--- src/rtl/exibe_sequencia_pkg.sv ---
// Shared definitions for the move-playback block; the state codes are also
// decoded by the game control unit for its debug display.
package exibe_sequencia_pkg;

   localparam int ADDR_W_PADRAO = 4;
   localparam int DATA_W_PADRAO = 4;

   typedef enum logic [3:0] {
      OCIOSO  = 4'h0,
      CARREGA = 4'h1,
      ACENDE  = 4'h2,
      APAGA   = 4'h3,
      PROXIMO = 4'h4,
      FIM     = 4'h5
   } estado_t;

   localparam logic [3:0] ESTADO_INVALIDO = 4'hF;

   function automatic int maxInt(input int a, input int b);
      return (a > b) ? a : b;
   endfunction

endpackage

--- src/rtl/exibe_sequencia_contador_m.sv ---
// Generic mod-M counter with synchronous clear (zera), enable (conta) and
// terminal-count flag (fim).
module contador_m #(
   parameter int M = 4,
   localparam int W = (M > 1) ? $clog2(M) : 1
) (
   input  logic         clock,
   input  logic         reset,
   input  logic         zera,
   input  logic         conta,
   output logic [W-1:0] valor,
   output logic         fim
);

   localparam logic [W-1:0] ULTIMO = W'(M - 1);

   always_ff @(posedge clock or posedge reset) begin
      if (reset) begin
         valor <= '0;
      end else if (zera) begin
         valor <= '0;
      end else if (conta) begin
         // NOTE: registers are updated with <= so every flop samples pre-edge values.
         valor <= (valor == ULTIMO) ? '0 : valor + 1'b1;
      end
   end

   assign fim = (valor == ULTIMO);

endmodule

--- src/rtl/exibe_sequencia.sv ---
// Plays back stored moves from address 0 up to the latched round: each move is
// lit for T_ACESO cycles, then blanked for T_APAGADO cycles; pronto pulses at the end.
module exibe_sequencia
   import exibe_sequencia_pkg::*;
#(
   parameter int ADDR_W    = ADDR_W_PADRAO,
   parameter int DATA_W    = DATA_W_PADRAO,
   parameter int T_ACESO   = 3,
   parameter int T_APAGADO = 2
) (
   input  logic              clock,
   input  logic              reset,
   input  logic              iniciar,
   input  logic              parar,
   input  logic [ADDR_W-1:0] rodada,
   input  logic [DATA_W-1:0] dado_mem,
   output logic [ADDR_W-1:0] endereco,
   output logic [DATA_W-1:0] leds,
   output logic              ocupado,
   output logic              pronto,
   output logic [3:0]        db_estado
);

   localparam int T_MAX = maxInt(T_ACESO, T_APAGADO);
   localparam int TW    = $clog2(T_MAX + 1);
   localparam logic [TW-1:0] ULT_ACESO   = TW'(T_ACESO - 1);
   localparam logic [TW-1:0] ULT_APAGADO = TW'(T_APAGADO - 1);

   estado_t           estado;
   logic [ADDR_W-1:0] contEndereco;
   logic [ADDR_W-1:0] rodadaReg;
   logic [DATA_W-1:0] movimento;
   logic [TW-1:0]     timer;
   logic              fimTimer;
   logic              zeraTimer;
   logic              contaTimer;

   // Timer restarts entering each lit/blank phase; fimTimer keeps it from wrapping.
   assign zeraTimer  = (estado == CARREGA) || ((estado == ACENDE) && (timer == ULT_ACESO));
   assign contaTimer = ((estado == ACENDE) || (estado == APAGA)) && !fimTimer;

   contador_m #(.M(T_MAX + 1)) timerLed (
      .clock (clock),
      .reset (reset),
      .zera  (zeraTimer),
      .conta (contaTimer),
      .valor (timer),
      .fim   (fimTimer)
   );

   always_ff @(posedge clock or posedge reset) begin
      if (reset) begin
         // NOTE: every state register, including the data latches, gets the async reset.
         estado       <= OCIOSO;
         contEndereco <= '0;
         rodadaReg    <= '0;
         movimento    <= '0;
      end else if (parar) begin
         estado <= OCIOSO;
      end else begin
         case (estado)
            OCIOSO: begin
               if (iniciar) begin
                  estado       <= CARREGA;
                  rodadaReg    <= rodada;
                  contEndereco <= '0;
               end
            end
            CARREGA: begin
               movimento <= dado_mem;
               estado    <= ACENDE;
            end
            ACENDE: begin
               if (timer == ULT_ACESO) estado <= APAGA;
            end
            APAGA: begin
               if (timer == ULT_APAGADO) estado <= PROXIMO;
            end
            PROXIMO: begin
               // Compare before incrementing so the last address never wraps.
               if (contEndereco == rodadaReg) begin
                  estado <= FIM;
               end else begin
                  contEndereco <= contEndereco + 1'b1;
                  estado       <= CARREGA;
               end
            end
            FIM:     estado <= OCIOSO;
            default: estado <= OCIOSO;
         endcase
      end
   end

   // Moore outputs decoded from registered state, so reset blanks them at once.
   always_comb begin
      // NOTE: defaults first so no path through the case leaves a latch.
      db_estado = ESTADO_INVALIDO;
      case (estado)
         OCIOSO, CARREGA, ACENDE, APAGA, PROXIMO, FIM: db_estado = estado;
         default:                                       db_estado = ESTADO_INVALIDO;
      endcase
   end

   assign endereco = contEndereco;
   assign leds     = (estado == ACENDE) ? movimento : '0;
   assign ocupado  = (estado != OCIOSO);
   assign pronto   = (estado == FIM);

endmodule

--- config.mk ---
export PLATFORM = sky130hd
export DESIGN_NAME = exibe_sequencia
export DESIGN_NICKNAME = d
export VERILOG_FILES = /design/src/rtl/exibe_sequencia_pkg.sv /design/src/rtl/exibe_sequencia_contador_m.sv /design/src/rtl/exibe_sequencia.sv
export SDC_FILE = /design/constraint.sdc
export NUM_CORES = 1
export LEC_CHECK = 0
export CORE_MARGIN = 2
export CORE_UTILIZATION = 47
export DETAILED_ROUTE_END_ITERATION = 10
export GPL_TIMING_DRIVEN = 0
export PLACE_DENSITY = 0.78
export SYNTH_ARGS = -nofsm -noshare
export SYNTH_HDL_FRONTEND = slang
export SYNTH_SLANG_ARGS = --single-unit
--- constraint.sdc ---
create_clock -name clock -period 2 [get_ports clock]
set_input_delay 0.2 -clock clock [delete_from_list [all_inputs] [get_ports clock]]
set_output_delay 0.2 -clock clock [all_outputs]
set_load 0.01 [all_outputs]
==> key figures <==
Synthesis
  • Gate Count Post-Synth: 96
  • Post-synthesis sequential area ratio: between 40 and 50%
  • Syn_nets: 112
  • Synth cell types: 30
  • Area contributors post-synth: dfrtp_1, mux2_2, ha_1
  • Post-synth top area share: 44.3%
  • Synthesized area: approximately 960 um2
  • Cell taking the most area after synthesis: dfrtp_1
  • Mean area per synthesized cell: between 10 and 15 um2
  • Yosys reg bits: 17
  • YS warnings: 0

Clocking
  • CTS tree: built
  • Max Buffers Root-to-Sink: 2
  • CTS clock-pin slew for the worst setup and hold paths: about 0.10 ns
  • Hold buffers post-CTS: 0
  • Clock Sinks: 17
  • Clk_lat worst skew: roughly 0.30 ns
  • CTS Root Cell: clkbuf_4
  • TritonCTS Buffers: 3
  • Number of H-tree levels: 1

Cells and area
  • Design Area, Final: ~1300 um2
  • P&R area growth vs syn: 35.8%
  • Layout cell share with drive strength beyond 1: 19.7%
  • Antenna cells: 0
  • # fillers: around 160
  • Post-Route Utilization: between 60% and 70%
  • Most common cell after layout, fill and taps aside: clkdlybuf4s50_1
  • Final #Nets: approximately 140
  • Most frequent cells in the layout: clkdlybuf4s50_1, dfrtp_1, mux2_2

Power
  • Power per Cell Area: 777 nW/um2
  • Seq pwr share: 49.2%
  • Int Power: ~0.69 mW
  • LEAKAGE: approximately 0.57 nW
  • Power share of the clock group: a little under a fifth
  • Switching Power: roughly 0.32 mW
  • Sw Ratio: a little under a third
  • Overall Power: roughly 1 mW
  • Proportion of power drawn by combinational gates: about a third
  • Max VDD drop: approximately 500 uV

Placement
  • Cell Area, Placed: 1240 um2
  • Gpl congestion: just over 0.8
  • I/O Buffers: 25

Floorplanning
  • Die area: about 2400 um2
  • Core Region: a little under 2000 um2
  • # rows: 16
  • I/O pins: 26
  • Initial Utilization: ~49%
  • Chip height: between 40 and 50 um
  • Die Wd: about 49 um

Detailed routing
  • Drt first pass iters: 6
  • Via count: just over 800
  • WL per Instance: between 10 and 15 um
  • Vias per inst: approximately 5.4
  • Detailed Route WL: 2030 um
  • Antenna viol nets, final: 0
  • Residual DRC count: 0
  • Detailed Route Iter0 Violations: 11

GRT
  • Largest net degree at the start of global routing: 18
  • Vias in the first global route: ~820
  • First-pass GRT wire length: between 3000 and 4000 um
  • Tot GR Track Use: between 10% and 20%
  • GRT overflow: 0
  • Antenna violations before repair: 0

Setup path
  • CP max-delay cell: clkdlybuf4s50_1
  • Crit start category: register
  • Crit path kind: reg -> out
  • Worst Setup End Kind: output port
  • Delay-heaviest family, CP: buffers and inverters
  • Register-to-Register Setup Slack: 0.35 ns
  • Reg2reg path depth: 4
  • CP cell instances: nor2_2, and3_1, clkdlybuf4s50_1
  • WP data required: 1.80 ns
  • Buf/Inv on CP: 1
  • Worst-path fanout max: 11
  • Worst r2r dst: endereco[3]$_DFFE_PP0P_
  • Slowest Stage Delay on Critical Path: between 0.5 and 0.6 ns
  • FF-to-FF Start: estado[2]$_DFFE_PP0P_
  • Critical Path AT: 1.71 ns

Timing
  • Final Max Tran Viols: 0
  • Final min period: about 1.9 ns
  • Clock Skews: ~0.0023 ns
  • Worst-Margin Slew: 0.629 ns
  • # setup viols final: 0
  • Final hold vios: 0
  • Rel. slew slack: 58.0%
  • Final period util: 95.6%
  • Max Fclk: approximately 520 MHz

Worst hold path
  • Min-delay worst type: in -> async

Outcome
  • Run status: complete, no violations

Flow run
  • Max Cap Violations: 0
routing by layer:
layer / up-vias / GRT usage [%] / part of all wire (%)
li1: 406 / - / -
met1: 394 / 24.3 / 47
met2: 25 / 30.4 / 46
met3: 3 / 3.07 / 5.6
met4: 0 / 8.57 / 1.3
met5: - / 0 / 0
how the worst max path moves through the flow:
stage               cells after the start                      end                     from
floorplan                               5  endereco[3]$_DFFE_PP0P_  endereco[0]$_DFFE_PP0P_
global placement                        5                   pronto    estado[2]$_DFFE_PP0P_
detailed placement                      5                   pronto    estado[2]$_DFFE_PP0P_
CTS                                     4                   pronto    estado[2]$_DFFE_PP0P_
global route                            3                  leds[3]    estado[0]$_DFFE_PP0P_
finish                                  3                  leds[3]    estado[0]$_DFFE_PP0P_
timing repair:
item	CTS	global route
pin swaps	1	0
endpoints found under the setup margin	6	6
buffers inserted	1	4
gates resized for setup	4	1
cell usage after synthesis:
master and number:
a211o_1 1, a21oi_1 5, a31oi_1 1, and2_1 1, and3_1 5, and4_4 1
buf_6 1, clkbuf_1 6, dfrtp_1 17, ha_1 4, inv_1 3, mux2_2 8
nand2_1 5, nand3_1 7, nand4_1 2, nor2_1 5, nor2b_1 3, nor3_1 1
nor4_1 1, nor4b_1 1, nor4b_2 1, o211ai_1 1, o21ai_0 5, o31ai_1 2
or2_2 1, or3_1 1, or3b_1 1, or4_1 1, or4bb_1 1, xnor2_1 4
state kept, by name (all words and copies together) (netlist names):
name,flops
estado,3
rodadaReg,4
endereco,4
movimento,4
timerLed.valor,2
final cells by class:
cell class | count | area, um2 | share of cell area (%)
plain buffers | 4 | 23.8 | 1.82
inverters | 3 | 11.3 | 0.863
multi-input cells | 69 | 493 | 37.8
well taps | 27 | 33.8 | 2.59
flip-flops and latches | 17 | 429 | 32.9
clock buffers | 4 | 26.3 | 2.01
repair buffers | 30 | 288 | 22.1
power groups by stage:
stage / clock network [mW] / logic [mW] / registers [mW]
6_report: 0.191 / 0.324 / 0.499
4_1_cts: 0.192 / 0.314 / 0.502
3_5_place_dp: 0 / 0.320 / 0.499
5_1_grt: 0.213 / 0.372 / 0.514
2_1_floorplan: 0 / 0.217 / 0.480
3_3_place_gp: 0 / 0.309 / 0.493
through the flow:
stage | setup TNS (ns) | hold WS (ns) | worst slack [ns] | instances
after global routing | -0.000499 | 0.334 | -0.000499 | 154
after detailed placement | 0 | 0.495 | 0.0367 | 148
final | 0 | 0.284 | 0.0888 | 154
after global placement | 0 | 0.482 | 0.0751 | 148
after floorplan | 0 | 0.126 | 0.450 | 96
after CTS | 0 | 0.318 | 0.0545 | 150
cells by family after synthesis:
family,count (synthesis),synth area share (%)
AOI/OAI and AO/OA,15,9.11
xor gates and xnor gates,4,3.65
adders and majority gates,4,5.21
buffers and inverters,10,4.69
DFF,17,44.3
muxes,8,9.38
and+or+nand+nor,38,23.7
(Power assumes the default switching activity.)
